### src/rtl/flash_arb_pkg.sv
// Shared types and constants for the two-master flash Wishbone arbiter.
// The optional transaction timeout is enabled with FLASH_ARB_TIMEOUT_EN.
package flash_arb_pkg;

    typedef enum logic [1:0] {
        IDLE = 2'd0,
        GNT0 = 2'd1,
        GNT1 = 2'd2,
        REJ  = 2'd3
    } arb_state_t;

    localparam int ARB_TIMEOUT_DEF = 32;
    localparam int ARB_CNT_W       = $clog2(ARB_TIMEOUT_DEF);

    // One-hot grant as seen by the masters; IDLE and REJ grant nobody.
    function automatic logic [1:0] arb_gnt_onehot(input arb_state_t s);
        case (s)
            GNT0:    return 2'b01;
            GNT1:    return 2'b10;
            default: return 2'b00;
        endcase
    endfunction

endpackage

### src/rtl/flash_arb_rr_pick.sv
// Combinational two-way round-robin picker: on a tie the master that was
// not served last wins; o_pick is the winning master index.
module flash_arb_rr_pick (
    input  logic [1:0] i_req,
    input  logic       i_last,
    output logic       o_pick,
    output logic       o_valid
);

    assign o_valid = |i_req;
    assign o_pick  = (&i_req) ? ~i_last : i_req[1];

endmodule

### src/rtl/flash_wb_arbiter.sv
// Two-master Wishbone arbiter in front of the read-only flash slave.
// Optional abort of stalled transfers is built when FLASH_ARB_TIMEOUT_EN is defined.
module flash_wb_arbiter
    import flash_arb_pkg::*;
#(
    parameter int ADDR_W  = 32,
    parameter int DATA_W  = 32,
    parameter int TIMEOUT = ARB_TIMEOUT_DEF
) (
    input  logic              wb_clk_i,
    input  logic              wb_rst_n_i,

    input  logic              m0_cyc_i,
    input  logic              m0_stb_i,
    input  logic              m0_we_i,
    input  logic [ADDR_W-1:0] m0_adr_i,
    input  logic [3:0]        m0_sel_i,
    input  logic [DATA_W-1:0] m0_dat_i,
    output logic [DATA_W-1:0] m0_dat_o,
    output logic              m0_ack_o,
    output logic              m0_err_o,

    input  logic              m1_cyc_i,
    input  logic              m1_stb_i,
    input  logic              m1_we_i,
    input  logic [ADDR_W-1:0] m1_adr_i,
    input  logic [3:0]        m1_sel_i,
    input  logic [DATA_W-1:0] m1_dat_i,
    output logic [DATA_W-1:0] m1_dat_o,
    output logic              m1_ack_o,
    output logic              m1_err_o,

    output logic              s_cyc_o,
    output logic              s_stb_o,
    output logic              s_we_o,
    output logic [ADDR_W-1:0] s_adr_o,
    output logic [3:0]        s_sel_o,
    input  logic [DATA_W-1:0] s_dat_i,
    input  logic              s_ack_i,

    output logic [1:0]        gnt_o,
    output arb_state_t        dbg_state_o
);

    // Handshake: a master requests with cyc&stb held until it sees ack or err;
    // the slave side follows the granted master's cyc/stb, and ack/data are
    // passed back only to the granted master in the same cycle.

    arb_state_t r_state;
    logic       r_last;

    logic [1:0] w_req;
    logic       w_pick;
    logic       w_valid;
    logic       w_pick_we;
    logic       w_gnt0;
    logic       w_gnt1;
    logic       w_cur_cyc;
    logic       w_tout;
    logic       w_unused;

    assign w_req     = {m1_cyc_i & m1_stb_i, m0_cyc_i & m0_stb_i};
    assign w_pick_we = w_pick ? m1_we_i : m0_we_i;
    assign w_gnt0    = (r_state == GNT0);
    assign w_gnt1    = (r_state == GNT1);
    assign w_cur_cyc = w_gnt1 ? m1_cyc_i : m0_cyc_i;

    // Write data never reaches the read-only slave.
    assign w_unused  = ^{m0_dat_i, m1_dat_i, 32'(TIMEOUT)};

    flash_arb_rr_pick u_pick (
        .i_req   (w_req),
        .i_last  (r_last),
        .o_pick  (w_pick),
        .o_valid (w_valid)
    );

`ifdef FLASH_ARB_TIMEOUT_EN
    localparam int CNT_W = (TIMEOUT > 1) ? $clog2(TIMEOUT) : 1;

    logic [CNT_W-1:0] r_cnt;

    always_ff @(posedge wb_clk_i or negedge wb_rst_n_i) begin
        if (!wb_rst_n_i) begin
            r_cnt <= '0;
        end else if (!(w_gnt0 || w_gnt1)) begin
            r_cnt <= '0;
        end else if (!s_ack_i) begin
            r_cnt <= r_cnt + CNT_W'(1);
        end
    end

    // A late ack on the expiry cycle still completes the transfer normally.
    assign w_tout = (w_gnt0 || w_gnt1) && (r_cnt == CNT_W'(TIMEOUT - 1)) && !s_ack_i;
`else
    assign w_tout = 1'b0;
`endif

    always_ff @(posedge wb_clk_i or negedge wb_rst_n_i) begin
        if (!wb_rst_n_i) begin
            r_state <= IDLE;
            r_last  <= 1'b1;
        end else begin
            case (r_state)
                IDLE: begin
                    if (w_valid) begin
                        r_last  <= w_pick;
                        r_state <= w_pick_we ? REJ : (w_pick ? GNT1 : GNT0);
                    end
                end
                GNT0, GNT1: begin
                    // Always pass through IDLE so the slave sees cyc low between transfers.
                    if (s_ack_i || !w_cur_cyc || w_tout) begin
                        r_state <= IDLE;
                    end
                end
                REJ:     r_state <= IDLE;
                default: r_state <= IDLE;
            endcase
        end
    end

    assign s_cyc_o = ((w_gnt0 & m0_cyc_i) | (w_gnt1 & m1_cyc_i)) & ~w_tout;
    assign s_stb_o = ((w_gnt0 & m0_stb_i) | (w_gnt1 & m1_stb_i)) & ~w_tout;
    assign s_we_o  = 1'b0;
    assign s_adr_o = w_gnt1 ? m1_adr_i : (w_gnt0 ? m0_adr_i : '0);
    assign s_sel_o = w_gnt1 ? m1_sel_i : (w_gnt0 ? m0_sel_i : 4'h0);

    assign m0_dat_o = w_gnt0 ? s_dat_i : '0;
    assign m1_dat_o = w_gnt1 ? s_dat_i : '0;
    assign m0_ack_o = w_gnt0 & s_ack_i;
    assign m1_ack_o = w_gnt1 & s_ack_i;

    // In REJ, r_last already names the rejected master.
    assign m0_err_o = ((r_state == REJ) & ~r_last) | (w_gnt0 & w_tout);
    assign m1_err_o = ((r_state == REJ) &  r_last) | (w_gnt1 & w_tout);

    assign gnt_o       = arb_gnt_onehot(r_state);
    assign dbg_state_o = r_state;

endmodule
### config.mk
export PLATFORM = sky130hd
export DESIGN_NAME = flash_wb_arbiter
export DESIGN_NICKNAME = d
export VERILOG_FILES = /design/src/rtl/flash_arb_pkg.sv /design/src/rtl/flash_arb_rr_pick.sv /design/src/rtl/flash_wb_arbiter.sv
export SDC_FILE = /design/constraint.sdc
export NUM_CORES = 1
export LEC_CHECK = 0
export ABC_CLOCK_PERIOD_IN_PS = 5700
export BUFFER_PORTS_ARGS = -buffer_cell sky130_fd_sc_hd__buf_2
export CORE_AREA = 2 2 110 112
export CTS_CLUSTER_DIAMETER = 200
export DETAILED_ROUTE_END_ITERATION = 12
export DIE_AREA = 0 0 112 114
export GPL_ROUTABILITY_DRIVEN = 0
export PLACE_DENSITY_LB_ADDON = 0.2
export SLEW_MARGIN = 20
export SYNTH_ARGS = -nofsm -noshare
export SYNTH_HDL_FRONTEND = slang
export SYNTH_SLANG_ARGS = --single-unit
### constraint.sdc
create_clock -name wb_clk_i -period 5.7 [get_ports wb_clk_i]
set_input_delay 1.425 -clock wb_clk_i [delete_from_list [all_inputs] [get_ports wb_clk_i]]
set_output_delay 1.425 -clock wb_clk_i [all_outputs]
set_load 0.01 [all_outputs]
==> results by group <==
Timing
  • Fmax: 256 MHz
  • Actual slew at the worst max-slew pin: 0.722 ns
  • Slew Viols, Final: 0
  • Crit path time final: 3.91 ns
  • Clk_skew: 0.00100 ns
  • Setup Total Neg Slack: 0 ns
  • Worst slew margin: 51.9%
  • Final period util: 68.6%
  • Final hold vios: 0
  • Setup violators final: 0
  • RSZ-0062 raised after global routing: false

Synth
  • Yosys reg bits: 3
  • Syn Inst Count: 223
  • Mapped Nets: 406
  • Syn Area/Cell: 5.61 um2
  • Sequential fraction of the synthesis area: 6.11%
  • Post-Syn Area: 0.00125 mm2
  • YS warnings: 0
  • Asr flop ratio synth: 100%
  • Synth cell types: 24
  • Synth Flop Type: dfrtp_1
  • EDFF count, synth: 0

Setup path
  • FF-to-FF Start: dbg_state_o[0]
  • Worst reg-to-reg setup slack: 3.48 ns
  • Slowest cell on crit path: ha_2
  • Max stage delay on crit path: 0.67 ns
  • CP Data Arrival Time: 2.48 ns
  • Reg2Reg Depth: 5
  • Crit path capture type: output pin
  • Critical path type: reg -> out
  • R2r endpoint: dbg_state_o[0]
  • CP Launch Type: flip-flop
  • CP Max Fanout: 59
  • CP required: 4.28 ns
  • Critical path cell sequence: inv_1, ha_2, buf_4, nor2b_1, a22o_1, buf_2

Routing
  • Vias per cell: 3.71
  • Remaining antenna violation count: 0
  • Routed WL: 5600 um
  • Drt drc: 0
  • Drt first pass iters: 4
  • Initial drt markers: 67
  • WL per Instance: 9.71 um
  • Via count: 2135

Power
  • Sequential fraction of design power: 5.2%
  • Sw Pwr: 503 uW
  • Switching share of power: 52.1%
  • Int Power: 462 uW
  • Power Density: 378 mW/mm2
  • Leakage: 0.00153 uW
  • Overall Power: 965 uW
  • Logic gate share of total power: 83.4%
  • VDD IR max: 276 uV
  • Clk pwr share: 11.4%

Floorplan
  • Core box area: 0.0117 mm2
  • FP Rows: 40
  • Die Width: 112 um
  • I/O pin cnt: 288
  • Die height: 114 um
  • Die area: 0.0128 mm2
  • Starting Density: 10.7%

Hold path
  • Hold path cells: 2
  • Hold WC Path Type: reg -> reg
  • Hold EP: r_last
  • Hold Path Origin: r_last

Placed design
  • IO buf count: 222
  • Detail Placement HPWL: 4630 um

Job
  • Max-cap violations: 0

GRT
  • First-pass GRT wire length: 7840 um
  • Vias in the first global route: 1812
  • Initial antenna violation count: 0
  • Largest net degree at the start of global routing: 71
  • Overall routing resource usage: 7.21%
  • Gr ovfl total: 0

Finish
  • Nets: 613
  • # diodes: 0
  • Leading cell types in the layout, fill and taps excluded: 222 x buf_2, 69 x nand2_1, 67 x and2_1
  • Most common cell after layout, fill and taps aside: buf_2
  • Area occupied by multi-input gates: 0.00108 mm2
  • Layout Utilization: 21.8%
  • Area grow syn2layout: 104%
  • # fillers: 1343
  • Fraction of layout cells with a size suffix above 1: 53.6%
  • Register area: 76.3 um2

Clock network
  • CTS tree: done
  • CTS Sinks: 3
  • # resized after CTS: 0
  • Htree depth: 1
  • Hold_buf cts: 0
  • Root buffer selected by CTS: clkbuf_16
  • Postcts setup bufs: 0
  • Clk_lat worst skew: 0.22 ns
  • Clock slew at reported path FFs: 0.03 ns
  • Deepest clock path buffer count: 2
  • Num CTS Buffers: 3

Run status
  • Status: finished, final reports clean
[logic make-up after synthesis]
kind of cell / count (synthesis) / synth area share, %
DFF: 3 / 6.11
other: 1 / 0.300
AOI/OAI and AO/OA: 46 / 21.0
buffers and inverters: 25 / 8.81
adders and majority gates: 6 / 6.01
muxes: 1 / 1.20
and+or+nand+nor: 141 / 56.6
[power by group through the flow]
stage / Sequential, uW / Combinational (uW) / Clock [uW]
2_1_floorplan: 47.5 / 492 / 0
3_3_place_gp: 48.4 / 818 / 0
3_5_place_dp: 51.0 / 818 / 0
4_1_cts: 51.0 / 821 / 111
5_1_grt: 52.6 / 894 / 114
6_report: 49.8 / 805 / 110
[per-layer routing]
| metal | up-vias | GRT usage (%) | wire, um |
|---|---|---|---|
| met5 | - | 0 | 0 |
| met4 | 0 | 0.976 | 12 |
| met3 | 2 | 0.744 | 437 |
| met2 | 120 | 15.3 | 3070 |
| met1 | 895 | 7.74 | 2080 |
| li1 | 1118 | - | - |
[registers in the layout, indices dropped and copies added (netlist names)]
name,flops
dbg_state_o,2
r_last,1
[worst max-delay path, delay by kind of cell, from the launching register on]
kind	cells	cell delay [ns]
AOI/OAI and AO/OA	1	0.19
buffers and inverters	3	0.84
and+or+nand+nor	1	0.12
DFF	1	0.43
adders and majority gates	1	0.67
[Yosys cell counts, types with 2 or more instances]
library cell	count	share of area [%]
and2_1	67	34
inv_1	4	1.2
buf_2	4	1.6
o21ai_0	35	14
nand2_1	69	21
clkbuf_1	15	4.5
nor2b_1	2	1.0
o22ai_1	2	1.0
dfrtp_1	2	4.0
ha_1	6	6.0
a22o_1	4	2.8
[worst max-delay path by stage]
stage / end / from / cells after the start / slack [ns]
after floorplan: s_adr_o[10] / m0_adr_i[10] / 2 / 2.54
after global placement: s_sel_o[3] / dbg_state_o[0] / 6 / 1.98
after detailed placement: s_adr_o[31] / dbg_state_o[0] / 6 / 1.96
after CTS: s_adr_o[31] / dbg_state_o[0] / 6 / 1.72
after global routing: s_sel_o[3] / dbg_state_o[0] / 6 / 1.53
final: s_adr_o[31] / dbg_state_o[0] / 6 / 1.79
[final cells by class]
| type | instances | area share [%] |
|---|---|---|
| clock buffers | 4 | 3.09 |
| inverters | 4 | 0.589 |
| multi-input cells | 195 | 42.3 |
| flip-flops and latches | 3 | 2.99 |
| well taps | 147 | 7.21 |
| repair buffers | 223 | 43.8 |
[per-stage QoR]
| step | instances | hold slack (ns) | cell area [um2] | setup WS (ns) |
|---|---|---|---|---|
| 2_1_floorplan | 223 | 0.488 | 1250 | 2.54 |
| 3_3_place_gp | 572 | 0.521 | 2460 | 1.98 |
| 3_5_place_dp | 572 | 0.527 | 2470 | 1.96 |
| 4_1_cts | 576 | 0.532 | 2550 | 1.72 |
| 5_1_grt | 576 | 0.554 | 2550 | 1.53 |
| 6_report | 576 | 0.529 | 2550 | 1.79 |
(Power assumes the default switching activity.)
